File: config.mk
export PLATFORM = sky130hd
export DESIGN_NAME = lsu_mem_adapter
export DESIGN_NICKNAME = d
export VERILOG_FILES = /design/src/rtl/lsu_mem_adapter.sv
export SDC_FILE = /design/constraint.sdc
export NUM_CORES = 1
export LEC_CHECK = 0
export ABC_AREA = 1
export BUFFER_PORTS_ARGS = -buffer_cell sky130_fd_sc_hd__buf_2
export CAP_MARGIN = 0
export CORE_MARGIN = 4
export CORE_UTILIZATION = 30
export DETAILED_ROUTE_END_ITERATION = 8
export PLACE_DENSITY = 0.61
export SLEW_MARGIN = 15
export SYNTH_ARGS = -nofsm -noshare
export SYNTH_HDL_FRONTEND = slang
export SYNTH_SLANG_ARGS = --single-unit
File: constraint.sdc
create_clock -name clock -period 7.5 [get_ports clock]
set_input_delay 0.75 -clock clock [delete_from_list [all_inputs] [get_ports clock]]
set_output_delay 0.75 -clock clock [all_outputs]
set_load 0.01 [all_outputs]
File: src/rtl/lsu_mem_adapter.sv
`default_nettype none
// ============================================================================
// Module   : lsu_mem_adapter
// Purpose  : Load/store adapter between the RV32I memory stage and a
//            zero-delay, big-endian, byte-addressed RAM. Each request takes
//            one valid/ready handshake. Loads are extracted and extended.
//            Byte and halfword stores are read-modify-write merged, because
//            the RAM only accepts full words.
// Revision : 1.0 - initial release
// ============================================================================
module lsu_mem_adapter #(
    parameter int dataW       = 32,
    parameter int RAMAddrSize = 16
) (
    input  logic                   clock,
    input  logic                   reset,
    input  logic                   req_valid,
    output logic                   req_ready,
    input  logic                   req_write,
    input  logic [2:0]             req_funct3,
    input  logic [31:0]            req_addr,
    input  logic [dataW-1:0]       req_wdata,
    output logic                   resp_valid,
    output logic [dataW-1:0]       resp_rdata,
    output logic                   resp_err,
    output logic [RAMAddrSize-1:0] ram_addr,
    output logic [dataW-1:0]       ram_wdata,
    output logic                   ram_we,
    input  logic [dataW-1:0]       ram_rdata
);

    localparam logic [1:0] c_IDLE  = 2'd0;
    localparam logic [1:0] c_READ  = 2'd1;
    localparam logic [1:0] c_WRITE = 2'd2;
    localparam logic [1:0] c_RESP  = 2'd3;

    localparam logic [2:0] c_F3_B  = 3'b000;
    localparam logic [2:0] c_F3_H  = 3'b001;
    localparam logic [2:0] c_F3_W  = 3'b010;
    localparam logic [2:0] c_F3_BU = 3'b100;
    localparam logic [2:0] c_F3_HU = 3'b101;

    logic [1:0]             state_q;
    logic [1:0]             state_d;
    logic                   write_q;
    logic [2:0]             funct3_q;
    logic [RAMAddrSize-1:0] addr_q;
    // Holds the raw store data until READ, then the merged word for WRITE.
    logic [dataW-1:0]       wdata_q;
    logic [dataW-1:0]       resp_rdata_q;
    logic                   resp_err_q;

    logic                   w_accept;
    logic                   w_addr_err;
    logic                   w_f3_err;
    logic                   w_req_err;
    logic [dataW-1:0]       w_load_data;
    logic [dataW-1:0]       w_merge_data;

    assign w_accept   = req_valid && (state_q == c_IDLE);
    assign w_addr_err = |req_addr[31:RAMAddrSize];
    assign w_req_err  = w_addr_err || w_f3_err;

    // Classify funct3 legality for the requested direction.
    always_comb begin
        w_f3_err = 1'b1;
        if (req_write) begin
            w_f3_err = !((req_funct3 == c_F3_B) || (req_funct3 == c_F3_H) ||
                         (req_funct3 == c_F3_W));
        end else begin
            w_f3_err = !((req_funct3 == c_F3_B)  || (req_funct3 == c_F3_H)  ||
                         (req_funct3 == c_F3_W)  || (req_funct3 == c_F3_BU) ||
                         (req_funct3 == c_F3_HU));
        end
    end

    // State register; an asynchronous reset aborts any transfer in flight.
    always_ff @(posedge clock or posedge reset) begin
        if (reset) begin
            state_q <= c_IDLE;
        end else begin
            state_q <= state_d;
        end
    end

    // Next-state selection: SW skips READ, sub-word stores do READ then WRITE.
    always_comb begin
        state_d = state_q;
        case (state_q)
            c_IDLE: begin
                if (w_accept) begin
                    if (w_req_err) begin
                        state_d = c_RESP;
                    end else if (req_write && (req_funct3 == c_F3_W)) begin
                        state_d = c_WRITE;
                    end else begin
                        state_d = c_READ;
                    end
                end
            end
            c_READ:  state_d = write_q ? c_WRITE : c_RESP;
            c_WRITE: state_d = c_RESP;
            c_RESP:  state_d = c_IDLE;
            default: state_d = c_IDLE;
        endcase
    end

    // Strobes decoded from registered state only, never from req_* inputs.
    always_comb begin
        req_ready  = (state_q == c_IDLE);
        resp_valid = (state_q == c_RESP);
        ram_we     = (state_q == c_WRITE);
    end

    // Big-endian extraction: the addressed byte sits in ram_rdata[31:24].
    always_comb begin
        w_load_data = '0;
        case (funct3_q)
            c_F3_B:  w_load_data = {{24{ram_rdata[31]}}, ram_rdata[31:24]};
            c_F3_BU: w_load_data = {24'd0, ram_rdata[31:24]};
            c_F3_H:  w_load_data = {{16{ram_rdata[31]}}, ram_rdata[31:16]};
            c_F3_HU: w_load_data = {16'd0, ram_rdata[31:16]};
            c_F3_W:  w_load_data = ram_rdata;
            default: w_load_data = '0;
        endcase
    end

    // Sub-word store merge: new data replaces the leading bytes of the old word.
    always_comb begin
        w_merge_data = ram_rdata;
        if (funct3_q == c_F3_H) begin
            w_merge_data = {wdata_q[15:0], ram_rdata[15:0]};
        end else begin
            w_merge_data = {wdata_q[7:0], ram_rdata[23:0]};
        end
    end

    // Request latching, store merge capture and response registers.
    always_ff @(posedge clock or posedge reset) begin
        if (reset) begin
            write_q      <= 1'b0;
            funct3_q     <= 3'd0;
            addr_q       <= '0;
            wdata_q      <= '0;
            resp_rdata_q <= '0;
            resp_err_q   <= 1'b0;
        end else begin
            case (state_q)
                c_IDLE: begin
                    if (w_accept) begin
                        write_q  <= req_write;
                        funct3_q <= req_funct3;
                        addr_q   <= req_addr[RAMAddrSize-1:0];
                        wdata_q  <= req_wdata;
                        if (w_req_err) begin
                            resp_rdata_q <= '0;
                            resp_err_q   <= 1'b1;
                        end
                    end
                end
                c_READ: begin
                    if (write_q) begin
                        wdata_q <= w_merge_data;
                    end else begin
                        resp_rdata_q <= w_load_data;
                        resp_err_q   <= 1'b0;
                    end
                end
                c_WRITE: begin
                    resp_rdata_q <= '0;
                    resp_err_q   <= 1'b0;
                end
                default: begin
                end
            endcase
        end
    end

    assign resp_rdata = resp_rdata_q;
    assign resp_err   = resp_err_q;
    assign ram_addr   = addr_q;
    assign ram_wdata  = wdata_q;

endmodule
`default_nettype wire

==> results of run 1 <==
[metal layers]
| layer | track usage (%) | up-vias | part of all wire [%] |
|---|---|---|---|
| li1 | - | 2307 | - |
| met1 | 23.29 | 2157 | 44 |
| met2 | 26.81 | 173 | 45 |
| met3 | 6.835 | 20 | 9.9 |
| met4 | 4.114 | 10 | 0.95 |
| met5 | 0 | - | 0.35 |
[sequential cells by signal (all words and copies together) (netlist names)]
register / count
ram_wdata: 32
resp_err: 1
funct3_q: 3
write_q: 1
resp_rdata: 32
ram_addr: 16
state_q: 2
[cell families after synthesis]
logic type | after synthesis
and+or+nand+nor | 336
adders and majority gates | 4
buffers and inverters | 76
muxes | 17
AOI/OAI and AO/OA | 88
DFF | 87
[worst reg2reg max path, stage by stage (launching register included)]
cell	delay, ns
dfrtp_1	0.38
inv_1	0.09
ha_1	0.28
inv_2	0.11
or2_0	0.49
nand2_2	0.13
nor2_4	0.61
nand2_4	0.39
nand2_1	0.16
nand2_1	0.06
[cells in the mapped netlist]
cell        n
nor3_1      1
o21ai_1     1
dfrtp_1    87
o21ai_0     9
or2_2       1
nand2_1   162
nand3_2     1
clkbuf_1   14
inv_1      33
or2_0       1
a21oi_1    51
nand2_2     1
buf_2      16
ha_1        4
nand2_4     1
buf_6       3
nand3_1    79
a31oi_2     8
o211ai_1    8
buf_4       3
nor2_1     85
nand2_8     1
buf_1       5
mux2_2     17
o31ai_1     1
nand4_1     1
o22ai_1     1
o21ai_2     8
nand3b_1    1
nor2_4      1
inv_2       2
o31a_1      1
[through the flow]
stage	cells	hold slack (ns)	instance area (µm²)	utilization, %	total power [mW]
2_1_floorplan	608	0.5031	4728	-	1.686
4_1_cts	984	0.3360	6072	39.65	2.574
5_1_grt	987	0.3447	6085	39.73	2.749
3_5_place_dp	968	0.4535	5748	37.53	2.068
3_3_place_gp	968	0.4512	5748	37.53	2.052
6_report	987	0.3377	6085	39.73	2.535
[power groups by stage]
stage / clock (mW) / combinational, mW / sequential [mW]
floorplan: 0 / 0.814 / 0.872
global placement: 0 / 1.23 / 0.820
detailed placement: 0 / 1.25 / 0.821
CTS: 0.508 / 1.25 / 0.814
global route: 0.525 / 1.38 / 0.848
finish: 0.492 / 1.23 / 0.814
[cell type report]
type | instances | share of cell area, %
Multi-Input combinational cell | 445 | 36.44
Sequential cell | 87 | 35.78
Timing Repair Buffer | 190 | 15.79
Tap cell | 211 | 4.339
Clock buffer | 11 | 3.989
Inverter | 35 | 2.200
Clock inverter | 5 | 1.337
Antenna cell | 3 | 0.1234
[worst min-delay path by stage]
stage,from,to,slack (ns),depth (start not counted)
3_5_place_dp,resp_rdata[31],resp_rdata[31],0.45,2
6_report,reset,ram_addr[6],0.34,2
5_1_grt,reset,ram_addr[6],0.34,2
3_3_place_gp,resp_rdata[27],resp_rdata[27],0.45,2
4_1_cts,reset,ram_addr[6],0.34,2
2_1_floorplan,write_q,write_q,0.50,1
==> qor.csv, run 1 <==
stage,metric,value,unit
power,Int Power,1.421,mW
sta,final worst slack,4.674,ns
sta,final setup vio count,0,
die,row count,45,
place,GP Congestion,0.8457,
clocking,CTS tree,built,
power,VDD IR max,170.6,µV
die,Die H,133.5,µm
synth,syn_area_per_cell,7.777,µm²
synth,top cell type's share of synthesized area,46.04,%
die,Starting Density,30.87,%
sta,setup TNS,0,ns
worst_setup_path,CP max stage cell,nor2_4,
final_layout,Multi-input gate area,0.002217,mm²
global_routing,vias in the first global route,4595,
routing,drc violations,0,
worst_setup_path,Worst Path Buf+Inv,2,
worst_setup_path,crit path from,state_q[0],
global_routing,largest net degree at the start of global routing,71,
final_layout,register area,0.002177,mm²
worst_setup_path,crit-path most repeated cell,nand2_1,
clocking,hold-fix buffer count after cts,0,
worst_setup_path,Critical Path Source Type,flop,
power,Sequential Power Share,32.1,%
clocking,setup bufs post-CTS,0,
die,CORE AREA,0.01531,mm²
worst_setup_path,CP required,7.72,ns
routing,Initial DRC Count,297,
global_routing,initial antenna violation count,8,
synth,Netlist cell types,32,
synth,simple-gate share of the synthesized area,29.88,%
final_layout,fill cell count,1681,
routing,WL per Instance,15.80,µm
final_layout,"most common cell after layout, fill and taps aside",buf_2,
sta,Final Cycle Share,37.68,%
clocking,post-CTS sizing,0,
worst_setup_path,CP endpoint,resp_rdata[4],
synth,mux share of post-synthesis cell area,4.049,%
die,Total Die Area,0.01783,mm²
sta,Least-Margin Pin Slew,0.9349,ns
global_routing,global-route total usage across every layer,17.46,%
sta,minimum clock period,2.826,ns
final_layout,final net count,875,
routing,drt pass-1 iters,5,
clocking,CTS root buffer,clkbuf_16,
clocking,"Reg clk slew, reported paths",0.06,ns
synth,Synth warnings,0,
global_routing,first-pass GRT wire length,24.57,mm
power,clock power share,19.4,%
worst_setup_path,reg2reg path depth,9,
clocking,total CTS buffers,9,
sta,f_max,0.3539,GHz
power,Pleak,3.202,nW
worst_setup_path,Worst R2R Start,state_q[0],
final_layout,Layout area overhead,28.68,%
synth,post-synthesis compound-gate area fraction,11.80,%
worst_setup_path,CP Capture Type,flop,
sta,"Hold Vio Cnt, Final",0,
global_routing,global route overflow,0,
routing,via count,4667,
routing,DRT Wirelength,15.59,mm
final_layout,most frequent cells in the layout,"buf_2 (186), nand2_1 (162), dfrtp_1 (87)",
run,max cap viols,0,
worst_setup_path,Worst Path Arrival,3.05,ns
power,Psw,1.114,mW
worst_setup_path,Crit path depth,9,
synth,sequential fraction of the synthesis area,46.04,%
synth,Mapped Nets,715,
routing,Vias/cell,4.728,
power,Gate power share,48.5,%
hold_path,Worst Hold Class,primary input to async pin,
clocking,clk buf depth,2,
worst_setup_path,worst-path cell chain,inv_1 -> ha_1 -> inv_2 -> or2_0 -> nand2_2 -> nor2_4 -> nand2_4 -> nand2_1 -> nand2_1,
die,die width,133.5,µm
place,DPL Wire Length,11.66,mm
synth,post-synthesis cell type with the largest combined area,dfrtp_1,
sta,worst rel slew slack,37.52,%
synth,"flops & latches, synth",87,
synth,Post-Synth XOR/XNOR Area,0,%
routing,Antenna Nets Post-Route,0,
sta,Fin Clk Skew,0.004062,ns
clocking,CTS H-tree depth,3,
sta,fin. max-slew vios,0,
worst_setup_path,CP top delay family,simple AND/OR/NAND/NOR gates,
worst_setup_path,r2r setup slk,4.67,ns
worst_setup_path,reg2reg end,resp_rdata[4],
synth,largest family of logic cells by synthesized area,simple AND/OR/NAND/NOR gates,
worst_setup_path,CP Max Fanout,34,
synth,Syn Std Cell Area,0.004728,mm²
clocking,clock sinks,87,
clocking,"Clk Latency, worst-skew pair",0.34,ns
sta,RSZ-0062 raised after global routing,false,
place,PortBufs,186,
worst_setup_path,crit path kind,flop to flop,
synth,dominant cells by area after synthesis,"dfrtp_1 (46%), nand2_1 (13%), nand3_1 (8.4%), nor2_1 (6.7%), a21oi_1 (5.4%)",
place,Placement Setup Slack,4.388,ns
synth,Post-Synthesis Cells,608,
synth,Post-Synth Adder-Cell Area,1.058,%
worst_setup_path,critical path's largest stage delay,0.61,ns
status,outcome,completed,
power,switching share of total power,43.95,%
final_layout,share of layout cells above drive strength 1,32.08,%
power,pwr dens,416.6,mW/mm²
die,I/O pins,187,
Power figures use the tool's default switching activity.
==> run 2, diff against run 1 <==
Clock period 7.5 ns to 2.71 ns, I/O delays scaled along.
==> qor.csv, run 2 (synthesized netlist as in run 1, its figures left out) <==
stage,metric,value,unit,change
global_routing,first-pass GRT wire length,24.86,mm,+1.2%
final_layout,final net count,884,,+1.0%
sta,"Hold Vio Cnt, Final",0,,unchanged
final_layout,most frequent cells in the layout,"buf_2 (186), nand2_1 (162), dfrtp_1 (87)",,
global_routing,vias in the first global route,4610,,+0.33%
worst_setup_path,CP Capture Type,flop,,
status,outcome,completed,,
final_layout,Final Util,40.00,%,+0.27 points
clocking,CTS tree,built,,
final_layout,share of layout cells above drive strength 1,32.39,%,+0.31 points
sta,Least-Margin Pin Slew,0.6162,ns,-0.3187 ns
worst_setup_path,CP endpoint,resp_rdata[7],,
die,row count,45,,unchanged
clocking,"Clk Latency, worst-skew pair",0.35,ns,about the same
die,Die H,133.5,µm,unchanged
power,pwr dens,1132,mW/mm²,+170%
worst_setup_path,Critical Path Source Type,flop,,
global_routing,global route overflow,0,,unchanged
sta,final setup vio count,0,,unchanged
run,max cap viols,0,,unchanged
hold_path,Worst Hold Class,primary input to async pin,,
die,Starting Density,30.87,%,unchanged
routing,WL per Instance,15.64,µm,-1.0%
worst_setup_path,critical path's largest stage delay,0.48,ns,-0.13 ns
routing,DRT Wirelength,15.56,mm,-0.22%
sta,Final Cycle Share,81.85,%,+44 points
clocking,clk buf depth,2,,unchanged
sta,worst rel slew slack,58.92,%,+21 points
worst_setup_path,Worst R2R Start,state_q[1],,
worst_setup_path,crit path from,state_q[1],,
worst_setup_path,reg2reg end,resp_rdata[7],,
routing,drt pass-1 iters,5,,unchanged
routing,Vias/cell,4.699,,-0.61%
clocking,post-CTS sizing,0,,unchanged
final_layout,"most common cell after layout, fill and taps aside",buf_2,,
worst_setup_path,Worst Path Arrival,2.50,ns,-0.55 ns
routing,Initial DRC Count,235,,-21%
worst_setup_path,CP Max Fanout,33,,-2.9%
global_routing,initial antenna violation count,8,,unchanged
clocking,setup bufs post-CTS,0,,unchanged
clocking,clock sinks,87,,unchanged
worst_setup_path,reg2reg path depth,9,,unchanged
sta,Fin Clk Skew,0.007166,ns,+0.003105 ns
worst_setup_path,CP max stage cell,or2_0,,
place,DPL Wire Length,11.77,mm,+0.86%
clocking,total CTS buffers,9,,unchanged
clocking,hold-fix buffer count after cts,0,,unchanged
worst_setup_path,crit path kind,flop to flop,,
place,GP Congestion,0.8579,,+1.4%
sta,f_max,0.4508,GHz,+27%
sta,minimum clock period,2.218,ns,-0.6076 ns
worst_setup_path,r2r setup slk,0.49,ns,-4.18 ns
power,Pleak,3.234,nW,+0.98%
sta,fin. max-slew vios,0,,unchanged
die,I/O pins,187,,unchanged
power,total power,6.935,mW,+170%
place,PortBufs,186,,unchanged
clocking,CTS H-tree depth,3,,unchanged
routing,Antenna Nets Post-Route,0,,unchanged
sta,RSZ-0062 raised after global routing,false,,
die,Total Die Area,0.01783,mm²,unchanged
clocking,"Reg clk slew, reported paths",0.06,ns,about the same
power,VDD IR max,477.4,µV,+180%
clocking,CTS root buffer,clkbuf_16,,
final_layout,Layout area overhead,29.56,%,
routing,via count,4676,,+0.19%
worst_setup_path,CP required,2.99,ns,-4.73 ns
die,die width,133.5,µm,unchanged
routing,drc violations,0,,unchanged
worst_setup_path,worst-path cell chain,inv_1 -> ha_1 -> inv_2 -> or2_0 -> nand2_2 -> nor2_4 -> buf_4 -> nand3_1 -> nand2_1,,
die,CORE AREA,0.01531,mm²,unchanged
global_routing,largest net degree at the start of global routing,49,,-31%
sta,setup TNS,0,ns,unchanged
global_routing,global-route total usage across every layer,17.63,%,+0.17 points
## run 2: changes by cell type in the layout (fill, tap and decap cells not counted)
cell / change
nand3_2: -1
bufinv_16: -2
nand3_1: +1
clkinvlp_4: -1
clkbuf_8: +2
clkinv_4: -1
clkinv_2: -1
clkbuf_1: +2
buf_4: +7
buf_12: +2
## run 2: area by class of cell
type	count	area, µm²
fillers	1672	9189
repair buffers	199	1054
well taps	211	264.0
clock buffers	15	277.8
inverters	35	133.9
multi-input cells	445	2212
diodes	3	7.507
flip-flops and latches	87	2177
## run 2: critical path: cells and delay by family (launching register included)
| family | cells | cell delay, ns |
|---|---|---|
| and+or+nand+nor | 5 | 0.98 |
| buffers and inverters | 3 | 0.50 |
| DFF | 1 | 0.41 |
| adders and majority gates | 1 | 0.25 |
## run 2: through the flow
stage	worst slack [ns]	instance area, µm²	hold WS (ns)	cells
2_1_floorplan	0.1888	4728	0.4215	608
3_3_place_gp	0.6179	5841	0.4035	977
3_5_place_dp	0.5288	5841	0.4118	977
4_1_cts	0.5131	6118	0.03181	992
5_1_grt	0.2942	6126	0.06035	995
6_report	0.4918	6126	0.008767	995
## run 2: layer usage
metal  vias to the layer above  GRT usage (%)  part of all wire (%)
li1                       2322              -                     -
met1                      2152          22.37                    44
met2                       172          28.19                    46
met3                        20          7.704                   9.7
met4                        10          3.429                  0.84
met5                         -              0                  0.30
## run 2: worst min-delay path by stage
stage,from,slack (ns),endpoint,cells past startpoint
2_1_floorplan,req_addr[14],0.42,ram_addr[14],1
3_3_place_gp,reset,0.40,ram_addr[6],2
3_5_place_dp,reset,0.41,ram_addr[6],2
4_1_cts,reset,0.03,ram_addr[15],2
5_1_grt,reset,0.06,ram_addr[15],2
6_report,reset,0.009,ram_addr[15],2
## run 2: report_power, final
| part | leakage (nW) | switching (mW) | total, mW | internal, mW |
|---|---|---|---|---|
| clock network | 0.136 | 0.505 | 1.20 | 0.694 |
| registers | 1.08 | 0.306 | 2.18 | 1.87 |
| logic | 2.02 | 2.24 | 3.56 | 1.32 |
| total | 3.23 | 3.05 | 6.94 | 3.88 |
==> run 3, diff against run 2 <==
Settings changed: PLACE_DENSITY 0.61 to 0.63.
Clock period 2.71 ns to 1.91 ns, I/O delays scaled along.
==> qor.csv, run 3 (synthesized netlist as in run 1, its figures left out) <==
stage,metric,value,unit,change
sta,Final Cycle Share,93.26,%,+11 points
die,die width,133.5,µm,unchanged
routing,Vias/cell,4.709,,+0.20%
final_layout,share of layout cells above drive strength 1,33.88,%,+1.5 points
routing,via count,4742,,+1.4%
final_layout,final std cells w/o fill,1007,,+1.2%
final_layout,fill cell count,1646,,-1.6%
final_layout,final net count,896,,+1.4%
worst_setup_path,CP required,2.15,ns,-0.84 ns
die,row count,45,,unchanged
place,GP Congestion,0.8745,,+1.9%
routing,DRT Wirelength,16.02,mm,+3.0%
final_layout,Final Util,41.11,%,+1.1 points
power,total power,10.35,mW,+49%
die,Starting Density,30.87,%,unchanged
power,Pleak,3.310,nW,+2.4%
worst_setup_path,Worst Path Arrival,2.02,ns,-0.48 ns
die,I/O pins,187,,unchanged
sta,RSZ-0062 raised after global routing,false,,
hold_path,Worst Hold Class,primary input to flop,,
status,outcome,completed,,
sta,final setup vio count,0,,unchanged
sta,Fin Clk Skew,0.005493,ns,-0.001674 ns
routing,drt pass-1 iters,5,,unchanged
run,max cap viols,0,,unchanged
final_layout,Multi-input gate area,0.002223,mm²,+0.51%
global_routing,vias in the first global route,4708,,+2.1%
final_layout,Layout area overhead,33.16,%,
sta,minimum clock period,1.781,ns,-0.4370 ns
global_routing,largest net degree at the start of global routing,88,,+80%
global_routing,global-route total usage across every layer,18.02,%,+0.38 points
global_routing,initial antenna violation count,7,,-1
clocking,"Reg clk slew, reported paths",0.07,ns,about the same
global_routing,first-pass GRT wire length,25.25,mm,+1.6%
sta,setup TNS,0,ns,unchanged
final_layout,most frequent cells in the layout,"buf_2 (186), nand2_1 (162), dfrtp_1 (87)",,
clocking,CTS root buffer,clkbuf_16,,
worst_setup_path,crit path kind,flop to flop,,
hold_path,hold path depth,2,,
sta,"Hold Vio Cnt, Final",0,,unchanged
routing,Antenna Nets Post-Route,0,,unchanged
clocking,CTS H-tree depth,3,,unchanged
final_layout,"most common cell after layout, fill and taps aside",buf_2,,
die,Total Die Area,0.01783,mm²,unchanged
clocking,CTS tree,built,,
place,PortBufs,186,,unchanged
sta,f_max,0.5614,GHz,+25%
sta,hold slack,0.06903,ns,+0.06026 ns
power,VDD IR max,650.5,µV,+36%
power,pwr dens,1643,mW/mm²,+45%
place,dpl cells,987,,+1.0%
sta,Least-Margin Pin Slew,0.5221,ns,-0.09409 ns
sta,worst rel slew slack,65.11,%,+6.2 points
sta,fin. max-slew vios,0,,unchanged
worst_setup_path,CP Capture Type,flop,,
die,Die H,133.5,µm,unchanged
clocking,total CTS buffers,9,,unchanged
worst_setup_path,Critical Path Source Type,flop,,
clocking,clk buf depth,2,,unchanged
clocking,"Clk Latency, worst-skew pair",0.35,ns,about the same
clocking,clock sinks,87,,unchanged
worst_setup_path,CP Max Fanout,31,,-6.1%
routing,Initial DRC Count,328,,+40%
worst_setup_path,reg2reg path depth,10,,+1
final_layout,register area,0.002177,mm²,unchanged
die,CORE AREA,0.01531,mm²,unchanged
place,DPL Wire Length,12.04,mm,+2.3%
routing,drc violations,0,,unchanged
global_routing,global route overflow,0,,unchanged
routing,WL per Instance,15.91,µm,+1.7%
==> run 3: metal layers <==
layer  vias up  share of wire (%)  GRT usage (%)
met4        10                1.2          4.229
met5         -               0.37              0
met3        24                9.5          7.477
met2       185                 47          28.84
met1      2182                 42          22.78
li1       2341                  -              -
==> run 3: power breakdown <==
part,internal (mW),switching (mW)
clock,1.10,0.814
combinational,2.10,3.23
sequential,2.65,0.456
total,5.85,4.50
==> run 3: path summary, 6_finish.rpt <==
path	slack, ns	end	start
worst max-delay path	0.13	ram_wdata[0]	state_q[0]
worst min-delay path	0.07	ram_addr[4]	req_addr[4]
worst max register to register	0.13	ram_wdata[0]	state_q[0]
worst min register to register	0.47	resp_rdata[30]	resp_rdata[30]
max in group asynchronous	1.03	ram_addr[6]	reset
min in group asynchronous	0.52	resp_rdata[19]	reset
==> run 3: final cells by class <==
type | count | share of cell area, %
antenna | 2 | 0.07949
clock buffer | 11 | 4.014
clock inverter | 5 | 1.014
inverter | 35 | 2.146
multi-input combinational | 445 | 35.31
sequential | 87 | 34.58
tap | 211 | 4.193
timing repair buffer | 211 | 18.66
==> run 3: per-stage QoR <==
| stage | area, µm² | setup WS (ns) |
|---|---|---|
| 2_1_floorplan | 4732 | 0.1445 |
| 3_3_place_gp | 5942 | 0.09790 |
| 3_5_place_dp | 5942 | 0.03151 |
| 4_1_cts | 6269 | 0.01164 |
| 5_1_grt | 6296 | 0.01036 |
| 6_report | 6296 | 0.1288 |
==> run 3: worst max-delay path: stages, from the launching register on <==
cell,delay [ns]
dfrtp_1,0.41
inv_1,0.11
ha_1,0.18
inv_2,0.06
or2_1,0.25
buf_4,0.17
nand2_8,0.07
inv_2,0.06
buf_12,0.17
o211ai_1,0.11
o21ai_2,0.07
==> run 3: what timing repair did <==
action / CTS / global route
hold buffers: 1 / 0
gates resized for setup: 0 / 4
setup endpoints to repair: 0 / 63
endpoints found under the hold margin: 19 / 0
setup buffers: 0 / 1
